**config.mk**
```make
export PLATFORM = sky130hd
export DESIGN_NAME = ahb_lite_cmd_master
export DESIGN_NICKNAME = d
export VERILOG_FILES = /design/src/rtl/ahb_mst_pkg.sv /design/src/rtl/ahb_mst_wdog.sv /design/src/rtl/ahb_lite_cmd_master.sv
export SDC_FILE = /design/constraint.sdc
export NUM_CORES = 1
export LEC_CHECK = 0
export BUFFER_PORTS_ARGS = -buffer_cell sky130_fd_sc_hd__buf_2
export CAP_MARGIN = 20
export CORE_MARGIN = 2
export CORE_UTILIZATION = 30
export CTS_CLUSTER_SIZE = 30
export DETAILED_ROUTE_END_ITERATION = 6
export PLACE_DENSITY = 0.5
export RECOVER_POWER = 50
export SLEW_MARGIN = 20
export SYNTH_ARGS = -nofsm -noshare
export SYNTH_HDL_FRONTEND = slang
export SYNTH_SLANG_ARGS = --single-unit
export TNS_END_PERCENT = 5
```
**constraint.sdc**
```tcl
create_clock -name HCLK -period 5.2 [get_ports HCLK]
set_input_delay 0.26 -clock HCLK [delete_from_list [all_inputs] [get_ports HCLK]]
set_output_delay 0.26 -clock HCLK [all_outputs]
set_load 0.02 [all_outputs]
```
**src/rtl/ahb_mst_pkg.sv**
```systemverilog
// Shared types and encodings for the AHB-Lite command master.
package ahb_mst_pkg;

  typedef enum logic [1:0] {IDLE, ADDR, DATA, RESP} state_t;

  localparam logic [1:0] HTRANS_IDLE   = 2'b00;
  localparam logic [1:0] HTRANS_NONSEQ = 2'b10;
  localparam logic [2:0] HSIZE_WORD    = 3'b010;

  // Widest address/data the command struct carries; the top uses the low bits.
  localparam int CMD_MAX_W = 64;

  typedef struct packed {
    logic                 write;
    logic [CMD_MAX_W-1:0] addr;
    logic [CMD_MAX_W-1:0] wdata;
  } cmd_t;

endpackage

```
**src/rtl/ahb_mst_wdog.sv**
```systemverilog
// Wait-state watchdog for the AHB-Lite command master (used only with AHB_MST_TIMEOUT_EN).
module ahb_mst_wdog #(
  parameter int TIMEOUT_CYCLES = 16
) (
  input  logic HCLK,
  input  logic HRESET,
  input  logic clr,
  input  logic inc,
  output logic expired
);

  logic [7:0] cnt_q, cnt_d;

  always_comb begin
    cnt_d = cnt_q;
    if (clr)      cnt_d = 8'd0;
    else if (inc) cnt_d = cnt_q + 8'd1;
  end

  always_ff @(posedge HCLK or posedge HRESET) begin
    if (HRESET) cnt_q <= 8'd0;
    else        cnt_q <= cnt_d;
  end

  // Fires on the wait cycle that brings the count to TIMEOUT_CYCLES.
  assign expired = inc && (cnt_q == 8'(TIMEOUT_CYCLES - 1));

endmodule

```
**src/rtl/ahb_lite_cmd_master.sv**
```systemverilog
// Single-outstanding AHB-Lite initiator: command in, NONSEQ single transfer, response out.
// Optional wait-state timeout enabled by defining AHB_MST_TIMEOUT_EN.
module ahb_lite_cmd_master
  import ahb_mst_pkg::*;
#(
  parameter int ADDR_W         = 32,
  parameter int DATA_W         = 32,
  parameter int TIMEOUT_CYCLES = 16
) (
  input  logic              HCLK,
  input  logic              HRESET,
  input  logic              cmd_valid,
  output logic              cmd_ready,
  input  logic              cmd_write,
  input  logic [ADDR_W-1:0] cmd_addr,
  input  logic [DATA_W-1:0] cmd_wdata,
  output logic              rsp_valid,
  input  logic              rsp_ready,
  output logic [DATA_W-1:0] rsp_rdata,
  output logic              rsp_err,
  output logic              HSEL,
  output logic [ADDR_W-1:0] HADDR,
  output logic [1:0]        HTRANS,
  output logic              HWRITE,
  output logic [2:0]        HSIZE,
  output logic [DATA_W-1:0] HWDATA,
  input  logic [DATA_W-1:0] HRDATA,
  input  logic              HREADY
);

  state_t            state_q, state_d;
  cmd_t              cmd_q, cmd_d;
  logic              hsel_q, hsel_d;
  logic [1:0]        htrans_q, htrans_d;
  logic [DATA_W-1:0] hwdata_q, hwdata_d;
  logic              rsp_valid_q, rsp_valid_d;
  logic [DATA_W-1:0] rsp_rdata_q, rsp_rdata_d;
  logic              rsp_err_q, rsp_err_d;
  logic              tmo;

`ifdef AHB_MST_TIMEOUT_EN
  logic wd_clr, wd_inc;
  assign wd_clr = (state_q == IDLE) && cmd_valid;
  assign wd_inc = ((state_q == ADDR) || (state_q == DATA)) && !HREADY;

  ahb_mst_wdog #(.TIMEOUT_CYCLES(TIMEOUT_CYCLES)) u_wdog (
    .HCLK    (HCLK),
    .HRESET  (HRESET),
    .clr     (wd_clr),
    .inc     (wd_inc),
    .expired (tmo)
  );
`else
  logic unused_tmo_cfg;
  assign unused_tmo_cfg = ^TIMEOUT_CYCLES;
  assign tmo            = 1'b0;
`endif

  always_comb begin
    state_d     = state_q;
    cmd_d       = cmd_q;
    hsel_d      = hsel_q;
    htrans_d    = htrans_q;
    hwdata_d    = hwdata_q;
    rsp_valid_d = rsp_valid_q;
    rsp_rdata_d = rsp_rdata_q;
    rsp_err_d   = rsp_err_q;
    unique case (state_q)
      IDLE: if (cmd_valid) begin
        cmd_d                = '0;
        cmd_d.write          = cmd_write;
        cmd_d.addr[ADDR_W-1:0] = {cmd_addr[ADDR_W-1:2], 2'b00};
        cmd_d.wdata[DATA_W-1:0] = cmd_wdata;
        hsel_d               = 1'b1;
        htrans_d             = HTRANS_NONSEQ;
        state_d              = ADDR;
      end
      ADDR: if (HREADY) begin
        hsel_d   = 1'b0;
        htrans_d = HTRANS_IDLE;
        if (cmd_q.write) hwdata_d = cmd_q.wdata[DATA_W-1:0];
        state_d  = DATA;
      end
      DATA: if (HREADY) begin
        rsp_rdata_d = cmd_q.write ? '0 : HRDATA;
        rsp_err_d   = 1'b0;
        rsp_valid_d = 1'b1;
        state_d     = RESP;
      end
      RESP: if (rsp_ready) begin
        rsp_valid_d = 1'b0;
        state_d     = IDLE;
      end
      default: state_d = IDLE;
    endcase
    // Timeout abandons the transfer and reports an error response instead.
    if (tmo) begin
      hsel_d      = 1'b0;
      htrans_d    = HTRANS_IDLE;
      rsp_rdata_d = '0;
      rsp_err_d   = 1'b1;
      rsp_valid_d = 1'b1;
      state_d     = RESP;
    end
  end

  always_ff @(posedge HCLK or posedge HRESET) begin
    if (HRESET) begin
      state_q     <= IDLE;
      cmd_q       <= '0;
      hsel_q      <= 1'b0;
      htrans_q    <= HTRANS_IDLE;
      hwdata_q    <= '0;
      rsp_valid_q <= 1'b0;
      rsp_rdata_q <= '0;
      rsp_err_q   <= 1'b0;
    end else begin
      state_q     <= state_d;
      cmd_q       <= cmd_d;
      hsel_q      <= hsel_d;
      htrans_q    <= htrans_d;
      hwdata_q    <= hwdata_d;
      rsp_valid_q <= rsp_valid_d;
      rsp_rdata_q <= rsp_rdata_d;
      rsp_err_q   <= rsp_err_d;
    end
  end

  // Upper struct bits beyond ADDR_W/DATA_W are always zero.
  logic unused_cmd_bits;
  assign unused_cmd_bits = ^cmd_q;

  assign cmd_ready = (state_q == IDLE) && !HRESET;
  assign HSEL      = hsel_q;
  assign HADDR     = cmd_q.addr[ADDR_W-1:0];
  assign HTRANS    = htrans_q;
  assign HWRITE    = cmd_q.write;
  assign HSIZE     = HSIZE_WORD;
  assign HWDATA    = hwdata_q;
  assign rsp_valid = rsp_valid_q;
  assign rsp_rdata = rsp_rdata_q;
  assign rsp_err   = rsp_err_q;

endmodule

```
# Word level (Yosys, flattened, before mapping)
# Index checks and enable logic that the tools add are counted.
# op_classes
eq_ne	7
n_mux	15
n_reduce_logical	11
# op_table
cell	count
two-way mux 32 bit	1
two-way mux 2 bit	6
AND reduction 3 bit	3
inequality test 2 bit, second input constant	4
case mux 2 bit (4 select lines)	1
equality test 2 bit, second input constant	2
two-way mux 1 bit	4
case mux 1 bit (2 select lines)	2
case mux 2 bit (2 select lines)	1
AND reduction 2 bit	2
AND reduction 4 bit	1
nonzero test 2 bit	2
equality test 2 x 1 -> 1 bit, second input constant	1
zero test 2 bit	1
logical AND 1 bit	1
zero test 1 bit	1
# word_totals
reg_bits	133
input_bits	102
out_inout_bits	106
word_cells	42

# Logic depth before layout (Yosys ltp)
# depth
depth_word	3
depth_mapped	6
ltp_nobuf	5

# Worst setup path after synthesis
# Ideal clock, no wire load.
# synth_path
path_kind	reg2reg
from	register state_q[0]
to	register cmd_q, in the netlist HADDR[10]
arrival_time_ps	1410
setup_slack_ps	3665
stages_incl_launch_ff	6
path_buffers	1
period_less_slack_ps	1535
path_cell_list	dfrtp_1 > inv_1 > ha_1 > nand2_2 > buf_2 > mux2_2
# synth_via
elab_chain_len	2
# synth_rtl
item	line	rtl
start: declaration	ahb_lite_cmd_master.sv:31	state_t state_q, state_d;
start signal: assignment	ahb_lite_cmd_master.sv:118	state_q <= state_d;
zero test 2 bit	ahb_lite_cmd_master.sv:68	unique case (state_q)
AND reduction 2 bit (no line)	n/a	
end signal: assignment	ahb_lite_cmd_master.sv:119	cmd_q <= cmd_d;
end: declaration	ahb_lite_cmd_master.sv:32	cmd_t cmd_q, cmd_d;
# No other way between the ends.
# A chain may end at the register's enable or synchronous reset.

==> metrics.cfg <==
[global_routing]
grt_max_degree=76
overflow=0
grt_pass1_vias=3773
grt.total_usage=0.127
grt_pass1_wl_mm=19.8
antenna_found_initial=0

[yosys]
synth_simple_gate_area_share=0.0693
synth_top_family_by_area=multiplexers
yosysWarnings=0
synth-compound-area-share=0.0379
synthAdderAreaFrac=0.0157
syn_area_um2=5580
ys_seq_area_frac=0.588
synthMuxAreaShare=0.216
ys_ff_latch=131
synth_xor_area_frac=0
synthCells=411
synth_cell_types=25
avgSynthCellArea_um2=13.6

[worst_setup_path]
arrival_ns=3.21
startpoint_type=input pin
crit_required_ns=5.65
end_kind=asynchronous set/reset pin
worst-setup-path-type=in2async
worst-path-max-fanout=75

[cts]
cts_buffers=17
ctsResizeCount=0
htreeDepth=4
clock-sinks=131
ctsLongestPathBuffers=2
cts_tree=yes
ctsHoldBuffers=0
clk_latency_ns=0.41
cts_root_buffer=clkbuf_16
clkSlewWorstSetupHoldPaths_ns=0.06
postCtsSetupBuffers=0

[die]
start_util=0.308
core_um2=18100
die_w_um=140
row_count=49
die_h_um=140
boundaryPins=208
die-area_um2=19700

[final_layout]
regArea_um2=3280
multi_input_area_um2=1920
fin_area_um2=6990
drive_gt1_frac=0.392
fin_nets=688
antenna_cells=0
n_fill_cell=1840
areaGrowthSynthToFinish_pct=25.3
fin_cells=821

[sta]
slew_headroom=-1.29
fin_ws_ns=2.44
final.min_clock_period_ns=2.76
hold_viol=0
timing.fmax_mhz=362
fin_crit_sh=0.531
rsz0062_at_grt=false
setup_tns_ns=0
fin_skew_ns=0.00842
setup-violations-final=0
worst_slew_pin_slew_ns=3.41
drv_slew=76

[power_and_ir_drop]
cellPowerDensity_nw_per_um2=692
internal_power_mw=3.06
ir_worst_vdd_mv=0.336
pwr-share-clk=0.254
swShare=0.368
p_switching_mw=1.78
p_leak_nw=3.29
combPwrFrac=0.368
seqPwrFrac=0.378
total_power_mw=4.83

[drt]
drc=0
wl_mm=12.1
drt_iter0_markers=133
antenna_left=0
wl_per_cell_um=14.8
vias_per_cell=4.33
dr.pass1.iters=4
vias=3559

[placement]
io_buffers=198
dpl-instance-area_um2=6510
gp_congestion=0.706
place_inst=789
hpwl_mm=8.42
pre_cts_ws_ns=2.58

[outcome]
violations=capacitance limit, slew limit
outcome=finished, violations left

[job]
maxCapViolCount=1

[hold_path]
hp-class=in2reg

-- Yosys cell counts (all sizes together) --
master,instances,area share
o221ai,1,0.0016
nand2b,34,0.038
a21o,1,0.0013
conb,2,0.0013
clkbuf,9,0.0061
dfrtp,131,0.59
o21ai,33,0.030
nand3,1,0.0031
nor2,3,0.0020
mux2,96,0.21
buf,47,0.063
mux2i,1,0.0018
a31oi,1,0.0011
inv,5,0.0034
nand4,1,0.0011
nand2,34,0.024
o2bb2ai,1,0.0016
o211a,1,0.0018
nor2b,1,0.0011
ha,7,0.016
a21oi,1,0.00090
-- area by class of cell --
cell class	instances	area share
Inverter	5	0.00286
Timing Repair Buffer	200	0.126
Clock inverter	13	0.0247
Multi-Input combinational cell	224	0.274
Clock buffer	19	0.0619
Sequential cell	131	0.469
Tap cell	229	0.0410
-- stage by stage --
step,hold WS [ns],util
final,0.0806,0.386
after global routing,0.0535,0.386
after CTS,0.000137,0.393
after detailed placement,0.447,0.360
after global placement,0.433,0.360
after floorplan,0.409,-
-- path summary, 6_finish.rpt --
path	slack [ns]	endpoint	start	cells past startpoint
min in group asynchronous	0.85	HWRITE	HRESET	2
max in group HCLK	2.64	cmd_q[1]	state_q[0]	5
worst min register to register	0.48	rsp_rdata[21]	rsp_rdata[21]	2
worst min-delay path	0.08	cmd_q[8]	cmd_wdata[8]	2
worst max register to register	2.64	cmd_q[1]	state_q[0]	5
worst max-delay path	2.44	cmd_q[30]	HRESET	3
-- cell usage in the layout, fill, tap and decap left out --
cell / synthesis / final
clkbuf_1: 9 / 100
nand3_4: 1 / 1
o21ai_0: 33 / 33
clkinvlp_2: 0 / 1
nor2_1: 3 / 3
clkbuf_16: 0 / 17
inv_8: 0 / 1
clkinv_4: 0 / 3
mux2_4: 30 / 30
a21oi_1: 1 / 1
dfrtp_1: 131 / 131
bufinv_16: 0 / 3
nand4_1: 1 / 1
conb_1: 2 / 7
inv_1: 5 / 4
o211a_1: 1 / 1
buf_4: 38 / 2
clkinv_2: 0 / 2
ha_1: 7 / 7
nor2b_1: 1 / 1
a21o_1: 1 / 1
buf_2: 6 / 100
o2bb2ai_1: 1 / 1
o221ai_1: 1 / 1
nand2b_1: 34 / 34
nand2_2: 2 / 2
mux2_2: 66 / 66
nand2_1: 32 / 32
inv_6: 0 / 4
a31oi_1: 1 / 1
mux2i_1: 1 / 1
-- kinds of logic (layout without fill, tap and decap cells) --
kind of cell / Yosys count / in the layout
other: 2 / 7
muxes: 97 / 97
adders and majority gates: 7 / 7
and+or+nand+nor: 74 / 74
buffers and inverters: 61 / 237
AOI/OAI and AO/OA: 39 / 39
DFF: 131 / 131
-- metal layers --
| layer | track usage | vias to the layer above | part of all wire |
|---|---|---|---|
| met2 | 0.215 | 106 | 0.50 |
| met3 | 0.0321 | 10 | 0.052 |
| met4 | 0.0526 | 0 | 0.015 |
| met1 | 0.156 | 1759 | 0.44 |
| met5 | 0 | - | 0 |
| li1 | - | 1684 | - |
-- registers in the layout (all words and copies together), names as in the netlist --
name,count
state_q,2
cmd_q,32
HWDATA,32
HTRANS,1
rsp_rdata,32
HWRITE,1
rsp_valid,1
HADDR,30
-- worst max-delay path, stage by stage --
cell	delay, ns
clkbuf_1	0.09
clkinvlp_2	1.91
buf_4	0.85
-- power by group through the flow --
stage                     sequential [mW]  clock, mW  combinational (mW)
after floorplan                      2.08          0                1.22
after global placement               1.81          0                1.88
after detailed placement             1.84          0                1.92
after CTS                            1.82       1.27                1.92
after global routing                 1.90       1.32                1.94
final                                1.83       1.23                1.78
Power figures use the tool's default switching activity.
